==> config.mk <==
export PLATFORM = sky130hd
export DESIGN_NAME = fetch_seq
export DESIGN_NICKNAME = d
export VERILOG_FILES = /design/src/rtl/fetch_seq.sv
export SDC_FILE = /design/constraint.sdc
export NUM_CORES = 1
export LEC_CHECK = 0
export ABC_AREA = 0
export CAP_MARGIN = 20
export CORE_MARGIN = 3
export CORE_UTILIZATION = 33
export DETAILED_ROUTE_END_ITERATION = 10
export PLACE_DENSITY = 0.78
export REMOVE_ABC_BUFFERS = 1
export SYNTH_ARGS = -nofsm -noshare
export SYNTH_HDL_FRONTEND = slang
export SYNTH_SLANG_ARGS = --single-unit
==> constraint.sdc <==
create_clock -name CLK -period 2 [get_ports CLK]
set_clock_uncertainty 0.15 [all_clocks]
set_input_delay 0.3 -clock CLK [delete_from_list [all_inputs] [get_ports CLK]]
set_output_delay 0.3 -clock CLK [all_outputs]
set_load 0.1 [all_outputs]
==> src/rtl/fetch_seq.sv <==
// Purpose: instruction fetch sequencer; pulls opcode plus up to two operands from memory and hands them to execute.
// Latency: 1- and 2-byte instructions are VALID two cycles after the opcode fetch starts, 3-byte after three.
// Backpressure: RDY=0 or CO=1 stalls the current fetch; HOLD keeps the instruction until DONE.
module fetch_seq #(
  parameter logic [7:0] IR_RESET    = 8'hEA,
  parameter logic [1:0] LEN_DEFAULT = 2'd1
) (
  input  logic        CLK,
  input  logic        R,
  input  logic [15:0] PC,
  input  logic        CO,
  input  logic [7:0]  DB,
  input  logic        RDY,
  input  logic [1:0]  LEN,
  input  logic        DONE,
  input  logic        JMP,
  input  logic [15:0] JMP_ADDR,
  output logic [15:0] AB,
  output logic        INC,
  output logic        WR,
  output logic [7:0]  HI,
  output logic [7:0]  LO,
  output logic        CI,
  output logic        SYNC,
  output logic [7:0]  IR,
  output logic [7:0]  OPL,
  output logic [7:0]  OPH,
  output logic        VALID
);

  typedef enum logic [1:0] {
    ST_OPC  = 2'd0,
    ST_OP1  = 2'd1,
    ST_OP2  = 2'd2,
    ST_HOLD = 2'd3
  } state_t;

  state_t     state;
  state_t     state_nxt;
  logic       fetch_ok;
  logic [1:0] eff_len;
  logic       cap_ir;
  logic       cap_opl;
  logic       cap_oph;

  // The PC drives the address bus directly; no carry-in is ever used on a load.
  assign AB = PC;
  assign CI = 1'b0;

  // A byte can only be taken when memory is ready and the PC high byte is current.
  assign fetch_ok = RDY & ~CO;
  assign eff_len  = (LEN == 2'd0) ? LEN_DEFAULT : LEN;

  // State register and instruction capture; reset wins over everything.
  always_ff @(posedge CLK) begin
    if (R) begin
      state <= ST_OPC;
      IR    <= IR_RESET;
      OPL   <= 8'h00;
      OPH   <= 8'h00;
    end else begin
      state <= state_nxt;
      if (cap_ir) begin
        IR  <= DB;
        OPL <= 8'h00;
        OPH <= 8'h00;
      end
      if (cap_opl) OPL <= DB;
      if (cap_oph) OPH <= DB;
    end
  end

  // Next-state and per-cycle strobes; INC is raised exactly when a byte is latched.
  always_comb begin
    state_nxt = state;
    INC       = 1'b0;
    WR        = 1'b0;
    HI        = 8'h00;
    LO        = 8'h00;
    SYNC      = 1'b0;
    VALID     = 1'b0;
    cap_ir    = 1'b0;
    cap_opl   = 1'b0;
    cap_oph   = 1'b0;
    case (state)
      ST_OPC: begin
        SYNC = 1'b1;
        if (fetch_ok) begin
          INC       = 1'b1;
          cap_ir    = 1'b1;
          state_nxt = ST_OP1;
        end
      end
      ST_OP1: begin
        // Single-byte opcodes spend this cycle as a decode bubble with no fetch.
        if (eff_len == 2'd1) begin
          state_nxt = ST_HOLD;
        end else if (fetch_ok) begin
          INC       = 1'b1;
          cap_opl   = 1'b1;
          state_nxt = (eff_len == 2'd3) ? ST_OP2 : ST_HOLD;
        end
      end
      ST_OP2: begin
        if (fetch_ok) begin
          INC       = 1'b1;
          cap_oph   = 1'b1;
          state_nxt = ST_HOLD;
        end
      end
      ST_HOLD: begin
        VALID = 1'b1;
        if (DONE) begin
          state_nxt = ST_OPC;
          if (JMP) begin
            WR = 1'b1;
            HI = JMP_ADDR[15:8];
            LO = JMP_ADDR[7:0];
          end
        end
      end
      default: state_nxt = ST_OPC;
    endcase
  end

endmodule

* Yosys cells after proc, flatten, opt, wreduce, memory -nomap -nowiden *
Index checks and enable logic that the tools add are counted.

cells by class
  eq/ne operators = 9
  muxes and demuxes = 28
  bitwise operators = 2
  reduce and logical (&&, ||, !) cells = 6

operators by type and width
  operator                                                                count
  8-bit 2-to-1 mux                                                        9
  2-bit 2-to-1 mux                                                        6
  1-bit 2-to-1 mux                                                        11
  2-bit case mux with 4 select lines                                      1
  2-bit equality test (second input constant)                             3
  2-bit != test (second input constant)                                   3
  2-bit by 1-bit equality test with 1-bit output (second input constant)  2
  2-bit zero test                                                         2
  4-bit AND reduction                                                     1
  2-bit nonzero test                                                      2
  3-bit != test (second input constant)                                   1
  1-bit case mux with 2 select lines                                      1
  2-bit OR reduction                                                      1
  1-bit bitwise AND                                                       1
  1-bit NOT                                                               1

word-level totals
  bits in registers = 26
  output and inout port bits = 61
  word-level logic and storage cells = 49

* Depth between registers and ports, before layout *
Gate-level depths: netlist of run 1.

  depth in word-level cells = 7
  gate-level depth with buffers = 7

* Least setup slack after synthesis of run 1 *
Ideal clock, no wire load.

  path type = register -> output
  start = reg state[0]
  end = out INC
  arrival time = 3,188 ps
  setup slack = -1,638 ps
  cell stages (with the launch flop) = 5
  buffers on the path = 0
  path through = dfxtp_1 -> inv_1 -> ha_1 -> o21ai_2 -> a21oi_1

on the way
  word-level cells in the longest chain between the ends = 3
  elaborated cells between the ends (all ways) = 5

ends and longest elaborated chain
  item                                                    line  text
  from (decl)                                             38    state_t state;
  from (signal assigned)                                  62    state <= state_nxt;
  2-bit equality test or 2-bit zero test (tied branches)  85    case (state)
  2-bit OR reduction (no line)                            n/a
  1-bit case mux with 2 select lines *                    85
  to (decl)                                               19    output logic INC,

Every way passes the cells marked *; elsewhere a longest branch is shown, timed or not.

* Worst setup path in the final report of run 1 *
  start = reg state[0]
  end = out HI[6]

on the way
  word-level cells in the longest chain between the ends = 2

ends and longest elaborated chain
  item                 line  text
  2-bit equality test  85
  8-bit 2-to-1 mux     85
  to (decl)            21    output logic [7:0] HI,

Every way passes these cells.

==> results list, run 1 <==
- Library cell with the largest summed area after synthesis: dfxtp_1
- Number of setup violations in the final report: 0
- Total via count in the routed design: 1,224
* Gate count of the mapped netlist: 149
- FP Rows: 22
- Data arrival time of the critical path: 1510 ps
- Power density cells: 961 nW/um^2
- Maximum count of clock buffers along a single path: 2
- Overflow left after global routing: 0
* Status: finished clean
- Routability-driven placement finished with a final weighted congestion of 0.773.
- STA classifies the critical path endpoint as a primary output.
- Entering global routing, the biggest net connects 27 pins.
* Met3 GRT Util: 8.78%
* Area post-placement: 2210 um^2
- From bottom edge to top edge, the die measures 70.1 um.
- Kind of critical path: register to primary output
* Detailed-route vias per instance: 4.64
- The detail route stage leaves a number of antenna-violating nets equal to 0.
- For this design the static power due to leakage is 0.978 nW.
- The routed design could run at a clock period as short as 1960 ps.
* Post-synthesis instance area: 1360 um^2
* Count of fill cells added during filler insertion: 304
* Core Region: 3800 um^2
- CTS saw 26 sinks.
* Ranking of synthesized cells by area: dfxtp_1 (38%), buf_4 (10%), and2_1 (7.8%), a22oi_2 (7.4%), nand2_1 (5.0%)
- Met1 usage in global routing: 18.1%
- Summed over all failing endpoints, the final setup total negative slack is 0 ps.
* Average wire per cell in the routed design: 15.7 um
- Number of unique standard cell types used by synthesis: 27
- Number of levels the H-tree was split into: 1
- Clk slew on worst S/H paths: 80 ps
* Total of flip-flops plus latches after synthesis: 26
- The number of global-route vias before repair came to 1,224.
- Input/output buffers: 75
- The worst setup path is launched from a register.
- Data on the critical path is required at its endpoint by 1550 ps.
- TritonCTS built the clock tree.
* IO Pins: 109
- Path type of the worst min-delay path: register to register
- Max-cap violations in this run came to 0.
* CTS buffer count: 3
* Clock tree root buffer cell: clkbuf_8
- Sequential cells were found to cover 38.3% of the synthesized design area.
- Initial antenna violation count: 0
- Routed wire length: 4.15 mm
- For this run, the number of Yosys warnings is 0.
- Starting density of the core: 35.7%
* Final period util: 98.2%
- Clock latency of the later-clocked register in the worst-skew pair: 260 ps
- Based on the critical path, the design can be clocked at up to 509 MHz.
- The total count of max-transition violations in the final report came to 0.
* Final Hold Vio Count: 0
* Violation count after the first detailed-routing iteration: 32
- From synthesis to final layout, the design area changed by 73.2%.
* Peak supply drop: 0.630 mV
* DRC Markers: 0
- RSZ-0062 raised after global routing: yes
* Average cell area after synthesis: 9.11 um^2
- Setup slack on the worst reg-to-reg path comes out at 240 ps.
* Overall routing resource usage: 16.3%
- Summing all non-filler instances in the final layout gives an area of 2350 um^2.
* Routing usage on met2: 27.5%
- Worst hold-check slack: 315 ps
- Busiest grt layer: met2
- Post-layout nets: 270
* Wire length of the first global-routing pass: 6.38 mm
- After legalization and detailed placement, the total HPWL measured 3.49 mm.
- Drt pass-1 iters: 4
* Die Footprint: 4920 um^2
* Die width: 70.1 um
- Of the cells placed in the final design, the portion with a size suffix greater than 1 is 43.5%.
- Antenna diode count: 0
- Fraction of synthesized cell area taken by the top area cell type: 38.3%
- CTS Hold Buffers Added: 0
* Largest fanout on the critical path: 7
## logic make-up (layout without fill, tap and decap cells)
family	count (synthesis)	count (layout)	share of synthesized area, %
simple gates	62	62	24.3
buf+inv	28	95	13.9
mux	1	1	0.737
compound gates	26	26	17.8
other cells	1	1	0.276
flops	26	26	38.3
fa+ha+maj	5	5	4.61
## area by class of cell
type	instances	area, um^2	share of cell area (%)
clock buffers	4	55.1	2.34
repair buffers	87	985	41.9
multi-input cells	95	708	30.1
inverters	4	15.0	0.639
well taps	48	60.1	2.55
flip-flops and latches	26	528	22.5
## what timing repair did
action / in CTS / in global routing
resized for setup: 5 / 19
setup endpoints to repair: 17 / 17
pin swaps: 1 / 0
buffers inserted: 0 / 2
## worst paths after layout
check                           startpoint    end  cells past startpoint
worst max-delay path              state[0]  HI[6]                      5
worst min-delay path                 IR[2]  IR[2]                      2
worst max register to register    state[0]  IR[4]                      6
worst min register to register       IR[2]  IR[2]                      2
## stage by stage
stage / power (mW) / cells / worst slack (ps) / util [%]
after floorplan: 1.47 / 125 / -1670 / -
after global placement: 1.87 / 258 / 49.6 / 58.2
after detailed placement: 1.88 / 258 / 19.9 / 58.2
after CTS: 2.22 / 262 / 0.253 / 60.0
after global routing: 2.36 / 264 / -19.5 / 61.9
final: 2.26 / 264 / 35.1 / 61.9
## placed cells by master (no fill, tap or decap), types with 7 or more instances in the layout
| master | netlist | final |
|---|---|---|
| and2_1 | 17 | 7 |
| a22oi_2 | 8 | 8 |
| and2_4 | 0 | 10 |
| nor2_1 | 17 | 17 |
| buf_12 | 0 | 20 |
| a22oi_1 | 8 | 8 |
| nand2_1 | 18 | 18 |
| buf_4 | 18 | 35 |
| clkdlybuf4s50_1 | 0 | 31 |
| dfxtp_1 | 26 | 24 |
## cell usage after synthesis
master     count
a211oi_1       1
inv_2          1
clkbuf_1       3
a22oi_1        8
and2_1        17
a22oi_2        8
o21ai_2        1
and3_1         1
inv_1          3
conb_1         1
a211oi_2       1
and2b_4        1
ha_1           5
buf_2          1
mux2i_1        1
nor2_1        17
a21oi_1        5
nor2_8         1
dfxtp_1       26
a2111oi_2      1
nand3b_1       5
buf_4         18
nand2_1       18
o22ai_2        1
and4b_1        1
buf_6          2
and3b_1        1
## flip-flops by register name, summed over array words and instances, names as in the netlist
name	flops
IR	8
OPH	8
OPL	8
state	2
## routing by layer
metal,vias up,wire [um]
li1,615,-
met1,547,1560
met2,58,2130
met3,4,419
met4,0,48
met5,-,0
## worst max-delay path, cell delays in order (launching register included)
cell and delay [ps]:
dfxtp_4 390, ha_2 190, and3_4 180, buf_4 150, and2_4 160, buf_12 160
## where the power goes
| part | internal (mW) | switching (mW) | total [mW] |
|---|---|---|---|
| logic | 0.444 | 0.849 | 1.29 |
| registers | 0.587 | 0.0538 | 0.641 |
| clock network | 0.176 | 0.150 | 0.325 |
| total | 1.21 | 1.05 | 2.26 |
No activity file was read; power rests on OpenSTA's default activity.
==> run 2, diff against run 1 <==
Settings changed: GPL_TIMING_DRIVEN set to 0, MAX_ROUTING_LAYER set to met4.
==> run 2 against run 1 <==
  * Core utilization decreased by 4.4 points
  * Combinational power decreased by 8%
  * Wire length increased by 2.2%
  * Cell count decreased by 3.4%
  * Critical endpoint is now INC
  * Count of clock-buffer cells in the layout decreased by 1
  * Via count decreased by 1.9%
  * First-iteration DRC count increased by 97%
  * Sequential power increased by 3%
  * Sequential cell count unchanged
  * Final area decreased by 7.2%
  * Maximum frequency decreased by 0.18%
==> results list, run 2 (synthesis results as in run 1) <==
- Area occupied by multi-input gates: 722 um^2 (+1.9%)
- Input/output buffers: 75 (unchanged)
- Final worst setup slack: 31.7 ps (-3.46 ps)
- Drt pass-1 iters: 4 (unchanged)
- Power consumption: 2.28 mW (+1.1%)
- Number of setup violations in the final report: 0 (unchanged)
- The largest net degree at the start of global routing was 27 (unchanged).
- The detailed placer's ending HPWL was 3.07 mm (-12%).
- Die Span Y: 70.1 um (unchanged)
- Wire length of the first global-routing pass: 6.51 mm (+2.1%)
- DRC Markers: 0 (unchanged)
* Remaining max-slew budget at the tightest pin: 34.6%
* Area overhead of the layout relative to synthesis: 60.7%
- The number of antenna violations at the first check in global routing was 0 (unchanged).
- The setup path with the least slack is of type register to primary output.
- Hold Crit Depth: 2 (unchanged)
* RSZ-0062 raised after global routing: yes
- The largest registers in the layout are IR x8, OPH x8, OPL x8.
- Pre-CTS setup slack: -1310 ps (-1330 ps)
- The share of post-route cells with drive strength above 1 was 26.1% (-17 points).
- Maximum count of clock buffers along a single path: 2 (unchanged)
- Starting density of the core: 35.7% (unchanged)
* Routed wire length: 4.24 mm (+2.2%)
- IO Pins: 109 (unchanged)
- The final core utilization came to 57.4% (-4.4 points).
- The number of nets in the final layout is 261 (-3.3%).
* Max Slew Vio Count: 0 (unchanged)
- Clock tree root buffer cell: clkbuf_8
- The tightest min-delay check is of the register to register type.
- Status: finished clean
- Antenna diode count: 0 (unchanged)
* Die Footprint: 4920 um^2 (unchanged)
- At the pin with the least slew margin, the transition time is 985 ps.
* Peak supply drop: 0.428 mV (-32%)
* Average wire per cell in the routed design: 16.6 um (+5.8%)
- In the layout the commonest cells are clkdlybuf4s50_1 (31), dfxtp_1 (24), dlygate4sd2_1 (24), nand2_1 (18), nor2_1 (17).
- Core Region: 3800 um^2 (unchanged)
- Total via count in the routed design: 1,201 (-1.9%)
- Number of global-route vias before repair: 1,190 (-2.8%)
- The worst setup path is launched from a register.
- The global route total overflow is 0 (unchanged).
* Number of levels the H-tree was split into: 1 (unchanged)
- The fmax was 508 MHz (-0.18%).
* Overall routing resource usage: 17.0% (+0.65 points)
- The leakage power of the design is 0.930 nW (-4.9%).
- The number of buffers inserted during clock tree synthesis was 3 (unchanged).
- The number of hold-slack violations in the final timing report was 0 (unchanged).
- Number of maximum-capacitance constraint violations: 0 (unchanged)
- Power density cells: 1050 nW/um^2 (+8.9%)
- The number of fill cells in the layout came to 345 (+13%).
- The storage element area was 528 um^2 (unchanged).
- The TritonCTS sink count came to 26 (unchanged).
- The data required time at the worst endpoint was 1550 ps (about the same).
- The biggest fanout along the worst timing path came to 6 (-1).
* Clk slew on worst S/H paths: 90 ps (about the same)
- Routability Congestion: 0.841 (+8.8%)
* Violation count after the first detailed-routing iteration: 63 (+97%)
- Capturing element type of the critical path: primary output
* Cells on worst reg2reg path: 6 (unchanged)
- Commonest non-fill, non-tap cell in the layout: clkdlybuf4s50_1
- The clock period minus final worst setup slack came to 1970 ps (+3.46 ps).
- FP Rows: 22 (unchanged)
* Antenna Nets Post-Route: 0 (unchanged)
- Data arrival time of the critical path: 1520 ps (about the same)
- Clock latency of the later-clocked register in the worst-skew pair: 270 ps (about the same)
* TritonCTS clock tree: done
- The total negative slack for setup checks is 0 ps (unchanged).
* Die width: 70.1 um (unchanged)
- The final worst-path cycle share was 98.4% (+0.17 points).
- The routed via count divided by cell count is 4.71 (+1.6%).
[run 2: cell types whose count changed in the layout (fill, tap and decap cells not counted), moves of 2 or more]
cell | before | now
buf_12 | 20 | 3
ha_4 | 1 | 3
and2_4 | 10 | 1
and2_1 | 7 | 16
buf_4 | 35 | 4
dlygate4sd2_1 | 0 | 24
buf_6 | 1 | 13
[run 2: layout make-up]
class | count | area share, %
flip-flops and latches | 26 | 24.2
multi-input cells | 96 | 33.1
repair buffers | 77 | 35.9
inverters | 4 | 0.803
clock buffers | 3 | 1.89
well taps | 48 | 2.75
clock inverters | 1 | 1.38
[run 2: stage by stage]
| stage | hold WS, ps | instance area, um^2 | std cells |
|---|---|---|---|
| 2_1_floorplan | 219 | 1180 | 125 |
| 6_report | 307 | 2180 | 255 |
| 3_5_place_dp | 299 | 1990 | 248 |
| 3_3_place_gp | 295 | 1990 | 248 |
| 5_1_grt | 333 | 2180 | 255 |
| 4_1_cts | 309 | 2130 | 255 |
[run 2: routing by layer]
layer  share of wire [%]  up-vias  GRT usage, %
met2                  51       58          27.1
met3                 9.6        4          8.06
met5                   0        -             -
met1                  38      543          19.4
li1                    -      596             -
met4                0.83        0          3.83
[run 2: path summary, 6_finish.rpt]
kind | startpoint | to | slack, ps
worst max-delay path | state[1] | INC | 30
worst min-delay path | IR[4] | IR[4] | 310
worst max register to register | state[0] | state[0] | 180
worst min register to register | IR[4] | IR[4] | 310
[run 2: power breakdown]
group	switching (mW)	internal, mW
clock	0.165	0.268
sequential	0.0721	0.588
combinational	0.845	0.347
[run 2: critical path, cell delays in order, from the launching register on]
cell and delay (ps):
dfxtp_4 390, inv_4 80, ha_4 140, and4b_4 240, inv_2 40, a21oi_2 140
buf_8 210
[run 2: timing repair]
action,CTS,global route
pin swaps,3,0
resized for setup,174,13
setup buffers,2,0
hold buffers,0,0
setup endpoints to repair,44,26
gates cloned,1,0
==> edit: new RTL, flow settings as in run 1 <==
Register the output `SYNC`; this adds one clock of latency there. The other outputs are not delayed to match.
--- a/src/rtl/fetch_seq.sv
+++ b/src/rtl/fetch_seq.sv
@@ -35,4 +35,6 @@
     ST_HOLD = 2'd3
   } state_t;
+
+  logic SYNC_d;
 
   state_t     state;
@@ -78,5 +80,5 @@
     HI        = 8'h00;
     LO        = 8'h00;
-    SYNC      = 1'b0;
+    SYNC_d    = 1'b0;
     VALID     = 1'b0;
     cap_ir    = 1'b0;
@@ -85,5 +87,5 @@
     case (state)
       ST_OPC: begin
-        SYNC = 1'b1;
+        SYNC_d = 1'b1;
         if (fetch_ok) begin
           INC       = 1'b1;
@@ -124,4 +126,8 @@
   end
 
+  always_ff @(posedge CLK) begin
+    SYNC <= SYNC_d;
+  end
+
 endmodule
 
Behaviour: not the same (Yosys sat finds a counterexample within 4 cycles, from zero or initial values).
==> edit against run 1 <==
- fmax down 0.27%
- critical endpoint is now LO[2]
- sequential share of layout area up 0.74 points
- area after synthesis down 2.8%
- largest cell class unchanged
- setup slack worse by 0.0053 ns
- largest power group unchanged
- power up 6.7%
- count of clock-buffer cells in the layout down 1
- critical path depth unchanged
- register-to-register slack worse by 0.17 ns
- global-route usage up 1.3 points
- cell area up 0.48%
- sequential cell count up 1
- wire length up 9.1%
==> edit: results (changes against run 1) <==
- Crit path DAT: 1.52 ns
- Met2 routed WL: 2.32 mm (+8.8%)
- Largest net degree at the start of global routing: 27 (unchanged)
- Max VDD drop: 722 µV (+15%)
- Share of layout cells above drive strength 1: 0.372 (-0.0636)
- DP HPWL: 3.43 mm (-1.5%)
- DP Cell Count: 255 (-1.2%)
- Post-CTS Setup Bufs: 5 (+5)
- Clock latency on the worst-skew pair: 0.27 ns
- Family with the most delay on the worst path: flip-flops
- Vias in the first global route: 1231 (+0.57%)
- Root Driver: clkbuf_8
- Syn avg cell area: 8.86 µm² (-2.8%)
- Cell Area, Placed: 2160 µm² (-2.2%)
- WL/cell: 17.0 µm (+8.3%)
- Sequential cell area: 548 µm² (+3.8%)
- P_leak: 0.000982 µW (+0.45%)
- # DRC: 0 (unchanged)
- Final WL: 4.53 mm (+9.1%)
- Post-CTS Resized: 11 (+6)
- Sequential share of the synthesized area: 0.409 (+0.0261)
- Crit-path max cell delay: 0.39 ns (about the same)
- M2 GR Usage: 0.298 (+0.0227)
- Initial antenna violation count: 0 (unchanged)
- Met3 WL post-DR: 535 µm (+28%)
- Pre-antenna DRT Iters: 4 (unchanged)
- Maximum clock insertion buffer count: 2 (unchanged)
- Pre-CTS setup slack: 0.0445 ns (+0.0246 ns)
- Top Metal Used: met5
- Startpoint types: flip-flop
- Crit-path slowest cell: dfxtp_4
- Status: finished, final reports clean
- WL met1: 1.60 mm (+3.0%)
- Syn. warnings: 0 (unchanged)
- Top cells by area, synth: dfxtp_1, buf_4, a22oi_1
- Worst Hold Class: reg -> reg
- Worst-path clk slew: 0.10 ns (+0.02 ns)
- Asr flop ratio synth: 0 (unchanged)
- Hold Path Origin: IR[2]
- Met1 Use GR: 0.191 (+0.0100)
- FF-to-FF Start: state[0]
- Top cells by count, synth: dfxtp_1, buf_4, nand2_1
- Port-buffer cells: 75 (unchanged)
- Ant diodes: 0 (unchanged)
- Fillers: 301 (-0.99%)
- 1st-iter DRT viols: 37 (+16%)
- Grt met3 use: 0.103 (+0.0151)
- First-pass GRT wire length: 6.67 mm (+4.4%)
- Nets: 272 (+0.74%)
- Distinct cell type count of the synthesized netlist: 25 (-7.4%)
- Crit Path Max Fanout: 17 (+10)
- Largest registers: IR: 8 flops, OPH: 8 flops, OPL: 8 flops
- Worst slew pin tran: 0.557 ns
- Via count: 1287 (+5.1%)
- Routability Congestion: 0.810 (+4.8%)
- H-tree Lvls: 1 (unchanged)
- GRT Total Usage: 0.177 (+0.0134)
-- edit: power breakdown --
part | internal, µW | switching, µW
combinational | 540 | 881
sequential | 617 | 53.8
clock | 146 | 174
-- edit: final cells by class --
class / count / share of cell area
repair buffers: 89 / 0.422
multi-input cells: 95 / 0.294
flip-flops and latches: 27 / 0.232
well taps: 48 / 0.0254
clock buffers: 3 / 0.0175
inverters: 3 / 0.00583
clock inverters: 1 / 0.00371
-- edit: cells by family (layout without fill, tap and decap cells) --
family / Yosys count / after routing / synth area share
muxes: 1 / 1 / 0.00758
other: 1 / 1 / 0.00284
DFF: 27 / 27 / 0.409
buffers and inverters: 27 / 96 / 0.131
and+or+nand+nor: 63 / 63 / 0.256
AOI/OAI and AO/OA: 25 / 25 / 0.146
adders and majority gates: 5 / 5 / 0.0474
-- edit: final timing paths --
check,endpoint,slack [ns],depth (start not counted)
max,LO[2],0.03,5
min,IR[2],0.31,2
max reg2reg,state[0],0.07,9
min reg2reg,IR[2],0.31,2
